## src/rtl/link_pkg.sv

```systemverilog
// Shared link definitions: block framing constants, widths, FSM state
// enum and block classifier. Used by both the receive and transmit sides.
package link_pkg;

  localparam int BLK_W     = 32;
  localparam int PAY_W     = 24;
  localparam int TYPE_W    = 8;
  localparam int CNT_W     = 5;
  localparam int SR_W      = 2 * BLK_W;
  localparam int BAD_LIMIT = 4;
  localparam int BAD_W     = 3;
  localparam int ERR_W     = 8;

  localparam logic [BLK_W-1:0]  SYNC0     = 32'h5555_5555;
  localparam logic [BLK_W-1:0]  SYNC1     = 32'h5555_5554;
  localparam logic [TYPE_W-1:0] TYPE_DATA = 8'hA5;
  localparam logic [TYPE_W-1:0] TYPE_IDLE = 8'h00;
  localparam logic [SR_W-1:0]   SYNC_PAT  = {SYNC0, SYNC1};

  typedef enum logic {
    HUNT   = 1'b0,
    LOCKED = 1'b1
  } rx_state_e;

  typedef enum logic [1:0] {
    BLK_DATA = 2'd0,
    BLK_SKIP = 2'd1,
    BLK_BAD  = 2'd2
  } blk_kind_e;

  typedef struct packed {
    logic [PAY_W-1:0]  payload;
    logic [TYPE_W-1:0] btype;
  } blk_t;

  // Sync blocks are matched on all 32 bits; data/idle on the type byte only.
  function automatic blk_kind_e blk_classify(input blk_t b);
    logic [BLK_W-1:0] raw;
    raw = b;
    if (raw == SYNC0 || raw == SYNC1) return BLK_SKIP;
    if (b.btype == TYPE_IDLE)         return BLK_SKIP;
    if (b.btype == TYPE_DATA)         return BLK_DATA;
    return BLK_BAD;
  endfunction

endpackage

```

## src/rtl/link_rx_sync_detect.sv

```systemverilog
// 64-bit sliding-window comparator for the {SYNC0,SYNC1} lock pattern.
// sync_hit flags the cycle whose data_in bit completes the pattern, so the
// FSM locks on that same edge and the next bit is bit 0 of the first block.
module link_rx_sync_detect
  import link_pkg::*;
(
  input  logic clk,
  input  logic res_n,
  input  logic clear,
  input  logic data_in,
  output logic sync_hit
);

  logic [SR_W-1:0] sr_q, sr_d, sr_shift;

  // Window shifts every cycle; clear empties it so no stale bits can match.
  always_comb begin
    sr_shift = {sr_q[SR_W-2:0], data_in};
    sr_d     = clear ? '0 : sr_shift;
  end

  assign sync_hit = !clear && (sr_shift == SYNC_PAT);

  // Window register.
  always_ff @(posedge clk) begin
    if (!res_n) sr_q <= '0;
    else        sr_q <= sr_d;
  end

endmodule

```

## src/rtl/link_rx.sv

```systemverilog
// Serial link receiver: hunts for {SYNC0,SYNC1}, then decodes 32-bit blocks
// and presents TYPE_DATA payloads through a 1-entry valid/ready register.
// Optional: define LINK_RX_ERRCNT_EN to add a saturating err_count output.
module link_rx
  import link_pkg::*;
(
  input  logic             clk,
  input  logic             res_n,
  input  logic             cable_connected,
  input  logic             data_in,
  output logic [PAY_W-1:0] rx_data,
  output logic             rx_data_valid,
  input  logic             rx_data_ready,
  output logic             link_locked,
  output logic             rx_overrun
`ifdef LINK_RX_ERRCNT_EN
  ,
  output logic [ERR_W-1:0] err_count
`endif
);

  rx_state_e        state_q, state_d;
  logic [CNT_W-1:0] cnt_q, cnt_d;
  logic [BAD_W-1:0] bad_q, bad_d;
  logic [BLK_W-2:0] blk_q, blk_d;
  logic [PAY_W-1:0] hold_q, hold_d;
  logic             vld_q, vld_d;
  logic             ovr_q, ovr_d;
  logic             err_inc;
  logic             sync_hit;
  blk_t             blk_now;
  blk_kind_e        kind;
  logic             accept;

  link_rx_sync_detect u_sync (
    .clk      (clk),
    .res_n    (res_n),
    .clear    (!cable_connected),
    .data_in  (data_in),
    .sync_hit (sync_hit)
  );

  assign blk_now = {blk_q, data_in};
  assign kind    = blk_classify(blk_now);
  assign accept  = vld_q && rx_data_ready;

  // Next-state: lock FSM, bit counter, bad-run count and holding register.
  always_comb begin
    state_d = state_q;
    cnt_d   = cnt_q;
    bad_d   = bad_q;
    blk_d   = blk_q;
    hold_d  = hold_q;
    vld_d   = vld_q;
    ovr_d   = 1'b0;
    err_inc = 1'b0;

    if (accept) vld_d = 1'b0;

    if (!cable_connected) begin
      // Link gone: drop alignment but keep whatever payload is being held.
      state_d = HUNT;
      cnt_d   = '0;
      bad_d   = '0;
      blk_d   = '0;
    end else begin
      case (state_q)
        HUNT: begin
          if (sync_hit) begin
            state_d = LOCKED;
            cnt_d   = '0;
            bad_d   = '0;
          end
        end
        LOCKED: begin
          blk_d = blk_now[BLK_W-2:0];
          cnt_d = cnt_q + 1'b1;
          if (cnt_q == CNT_W'(BLK_W - 1)) begin
            case (kind)
              BLK_DATA: begin
                bad_d = '0;
                // Full register not being drained: drop the new payload.
                if (vld_q && !rx_data_ready) begin
                  ovr_d   = 1'b1;
                  err_inc = 1'b1;
                end else begin
                  hold_d = blk_now.payload;
                  vld_d  = 1'b1;
                end
              end
              BLK_SKIP: bad_d = '0;
              default: begin
                err_inc = 1'b1;
                if (bad_q == BAD_W'(BAD_LIMIT - 1)) begin
                  state_d = HUNT;
                  bad_d   = '0;
                  cnt_d   = '0;
                end else begin
                  bad_d = bad_q + 1'b1;
                end
              end
            endcase
          end
        end
        default: state_d = HUNT;
      endcase
    end
  end

  // Receiver state registers.
  always_ff @(posedge clk) begin
    if (!res_n) begin
      state_q <= HUNT;
      cnt_q   <= '0;
      bad_q   <= '0;
      blk_q   <= '0;
      hold_q  <= '0;
      vld_q   <= 1'b0;
      ovr_q   <= 1'b0;
    end else begin
      state_q <= state_d;
      cnt_q   <= cnt_d;
      bad_q   <= bad_d;
      blk_q   <= blk_d;
      hold_q  <= hold_d;
      vld_q   <= vld_d;
      ovr_q   <= ovr_d;
    end
  end

  assign rx_data       = hold_q;
  assign rx_data_valid = vld_q;
  assign link_locked   = (state_q == LOCKED);
  assign rx_overrun    = ovr_q;

`ifdef LINK_RX_ERRCNT_EN
  logic [ERR_W-1:0] err_q, err_d;

  // Saturating error count; survives cable drops, cleared only by reset.
  always_comb begin
    err_d = err_q;
    if (err_inc && err_q != '1) err_d = err_q + 1'b1;
  end

  // Error counter register.
  always_ff @(posedge clk) begin
    if (!res_n) err_q <= '0;
    else        err_q <= err_d;
  end

  assign err_count = err_q;
`else
  logic unused_err;
  assign unused_err = err_inc;
`endif

endmodule

```

## config.mk

```make
export PLATFORM = sky130hd
export DESIGN_NAME = link_rx
export DESIGN_NICKNAME = d
export VERILOG_FILES = /design/src/rtl/link_pkg.sv /design/src/rtl/link_rx_sync_detect.sv /design/src/rtl/link_rx.sv
export SDC_FILE = /design/constraint.sdc
export NUM_CORES = 1
export LEC_CHECK = 0
export ABC_AREA = 1
export BUFFER_PORTS_ARGS = -buffer_cell sky130_fd_sc_hd__buf_2
export CAP_MARGIN = 20
export CORE_UTILIZATION = 45
export DETAILED_ROUTE_END_ITERATION = 8
export GPL_ROUTABILITY_DRIVEN = 0
export SYNTH_ARGS = -nofsm -noshare
export SYNTH_HDL_FRONTEND = slang
export SYNTH_SLANG_ARGS = --single-unit
export TNS_END_PERCENT = 50
```

## constraint.sdc

```tcl
create_clock -name clk -period 3.2 [get_ports clk]
set_input_delay 0.32 -clock clk [delete_from_list [all_inputs] [get_ports clk]]
set_output_delay 0.32 -clock clk [all_outputs]
set_load 0.005 [all_outputs]
```

==> run_results.csv <==
group,metric,value,unit
timing,drv_slew,0,
die,design.core.area,9860,um^2
worst_setup_path,critPathCaptureType,"flop",
placement,post-place-cells,735,
synthesis,synth_edf_count,0,
worst_setup_path,path_class,"reg -> reg",
cells_and_area,nets,629,
synthesis,synth_adder_area_share,0.814,%
detailed_routing,drcViolationCount,0,
clock_network,h-tree-depth,4,
timing,clock.fmax,488,MHz
synthesis,ys_warn_count,0,
detailed_routing,drt_iter0_drc,119,
die,io_pins,32,
synthesis,synthSimpleGateAreaFrac,16.9,%
clock_network,root_buffer,"clkbuf_8",
timing,post-route-min-period,2050,ps
worst_setup_path,critical_path_buf_inv_count,2,
synthesis,synth-async-reset-ratio,0,%
timing,tns,0,ps
cells_and_area,area_growth_syn_to_layout,16.4,%
timing,rsz0062_at_grt,"false",
synthesis,synth_most_common_cell,"dfxtp_1",
worst_setup_path,start_kind,"flop",
synthesis,synth_top_family_by_area,"simple AND/OR/NAND/NOR gates",
worst_setup_path,slowest_stage,"dfxtp_1",
synthesis,synth_xor_area_share,0.380,%
clock_network,postCtsHoldBufs,0,
timing,setup_violations,0,
clock_network,post_cts_resized,0,
grt,grt_first_pass_wirelength,13.8,mm
power_and_ir_drop,fin_total_pwr,3360,uW
synthesis,synth.avg_cell_area,7.78,um^2
synthesis,synth_area_leaders,"dfxtp_1 (56%), inv_1 (9.8%), nor2_1 (9.0%), a21oi_1 (6.9%), o21ai_0 (6.0%)",
detailed_routing,wl,8.05,mm
detailed_routing,wl_per_cell,10.5,um
placement,post-dp-hpwl,5.14,mm
clock_network,cts_tree,"built",
synthesis,ys_types,22,
clock_network,clk_latency,510,ps
grt,grt_antenna_before_repair,0,
clock_network,cts_setup_buffers,0,
cells_and_area,drive_above_1_share,10.7,%
worst_setup_path,critPathMaxFanout,48,
power_and_ir_drop,power_leakage,0.00201,uW
timing,tightestPinTransition,861,ps
detailed_routing,drt-vias-per-instance,4.53,
synthesis,synth_compound_area_share,13.4,%
grt,use_met3,6.79,%
synthesis,synth_top_cell_area_share,56.0,%
synthesis,syn-instance-count,593,
die,die_area,10700,um^2
synthesis,syn_area,4610,um^2
placement,place_area,4830,um^2
cells_and_area,diodes,0,
cells_and_area,final_util,54.4,%
die,die_x,103,um
timing,skew,7.18,ps
grt,grt_pass1_vias,3234,
worst_setup_path,crit_top_cell,"ha_1",
cells_and_area,stdcell_area,5370,um^2
die,die_h,103,um
synthesis,synth_top_flop_cell,"dfxtp_1",
synthesis,synth_fp_nets,601,
power_and_ir_drop,cellPowerDensity,627,nW/um^2
min_path,hp-class,"in -> reg",
die,core.rowCount,36,
clock_network,cts_buffers,17,
grt,grt_usage,17.1,%
clock_network,clkSinkCount,129,
grt,top_usage_layer,"met2",
worst_setup_path,worst-endpoint-arrival,2440,ps
clock_network,clkTransAtPathRegs,50,ps
timing,slew_headroom,42.5,%
worst_setup_path,cp_cell_sequence,"ha_1, nand2_1, nor2_1, ha_1, nand2_2, inv_1, o2111ai_2, buf_4, o21ai_0, a21oi_1",
power_and_ir_drop,peakVddDrop,0.000427,V
grt,grtUsageMet1,19.1,%
status,outcome,"complete, no violations",
clock_network,cts_buffer_depth,2,
job,cap_viol_max_count,0,
detailed_routing,num_vias,3477,
timing,finalHoldViolations,0,
grt,globalRouteMet2Util,29.3,%
synthesis,muxShareOfSynthArea,0,%
die,start_util,46.7,%
grt,grt_max_degree,72,
detailed_routing,ant_nets,0,
cells_and_area,fin_cells,767,
cells_and_area,nFillCells,998,
placement,numPortBuffers,31,
synthesis,synth_common_cells,"dfxtp_1 (129), inv_1 (120), nor2_1 (111)",
worst_setup_path,max_stage_delay,350,ps
timing,fin_crit_sh,64.1,%
synthesis,synth_top_cell_by_area,"dfxtp_1",
grt,grt_overflow,0,
worst_setup_path,cp.required,3590,ps
synthesis,ys_ff_latch,129,
synthesis,yosysSeqAreaShare,56.0,%
worst_setup_path,critPathTopFamily,"compound AO/OA/AOI/OAI gates",
detailed_routing,firstDrtPassIters,4,
[layout make-up]
cell class              count  area [um^2]  area share (%)
clock buffers              22          443            8.26
clock inverters            10         87.6            1.63
inverters                 121          454            8.47
multi-input cells         318         1450            27.1
flip-flops and latches    129         2580            48.1
well taps                 133          166            3.10
repair buffers             34          178            3.31
[path summary, 6_finish.rpt]
kind | depth (start not counted) | end | start | slack [ps]
setup / recovery | 10 | rx_data[4] | cnt_q[0] | 1150
hold / removal | 3 | rx_overrun | cable_connected | 120
hold reg to reg | 2 | u_sync.sr_q[18] | u_sync.sr_q[17] | 420
setup reg to reg | 10 | rx_data[4] | cnt_q[0] | 1150
[stage by stage]
| step | setup slack, ps | hold slack [ps] |
|---|---|---|
| 2_1_floorplan | 1580 | 408 |
| 3_3_place_gp | 1200 | 412 |
| 3_5_place_dp | 1160 | 418 |
| 4_1_cts | 1150 | 89.6 |
| 5_1_grt | 922 | 111 |
| 6_report | 1150 | 117 |
[registers in the layout, indices dropped and copies added (netlist names)]
| name | count |
|---|---|
| bad_q | 3 |
| rx_overrun | 1 |
| rx_data | 24 |
| blk_q | 31 |
| u_sync.sr_q | 63 |
| link_locked | 1 |
| rx_data_valid | 1 |
| cnt_q | 5 |
[metal layers]
layer / vias to the layer above / wire [um]
met3: 9 / 311
met2: 48 / 3780
met4: 0 / 90
li1: 1871 / -
met1: 1549 / 3870
met5: - / 0
[kinds of logic (layout without fill, tap and decap cells)]
| family | count (synthesis) | in the layout |
|---|---|---|
| AND/OR/NAND/NOR | 192 | 192 |
| buffers and inverters | 146 | 187 |
| flip-flops | 129 | 129 |
| AO/OA/AOI/OAI | 121 | 121 |
| adder cells (fa/ha/maj) | 3 | 3 |
| XOR/XNOR | 2 | 2 |
[worst register-to-register path, delay by kind of cell (launching register included)]
family | cells | cell delay, ps
compound gates | 3 | 520
fa+ha+maj | 2 | 380
buf+inv | 2 | 410
flops | 1 | 350
simple gates | 3 | 270
[power breakdown]
| group | internal, uW | switching [uW] |
|---|---|---|
| combinational | 9.85 | 33.1 |
| clock | 1040 | 669 |
| sequential | 1610 | 0.388 |
| total | 2660 | 702 |
[cells in the final DEF (no fill, tap or decap), types with 5 or more instances in the layout]
master	synthesis	final
clkinv_2	0	5
nand2_1	51	50
nand3_1	22	22
o21ai_0	55	55
dfxtp_1	129	129
inv_1	120	120
nor2_1	111	111
buf_2	4	31
a21oi_1	64	64
clkbuf_16	0	16
Note: power is estimated with default switching activity, not from simulation.
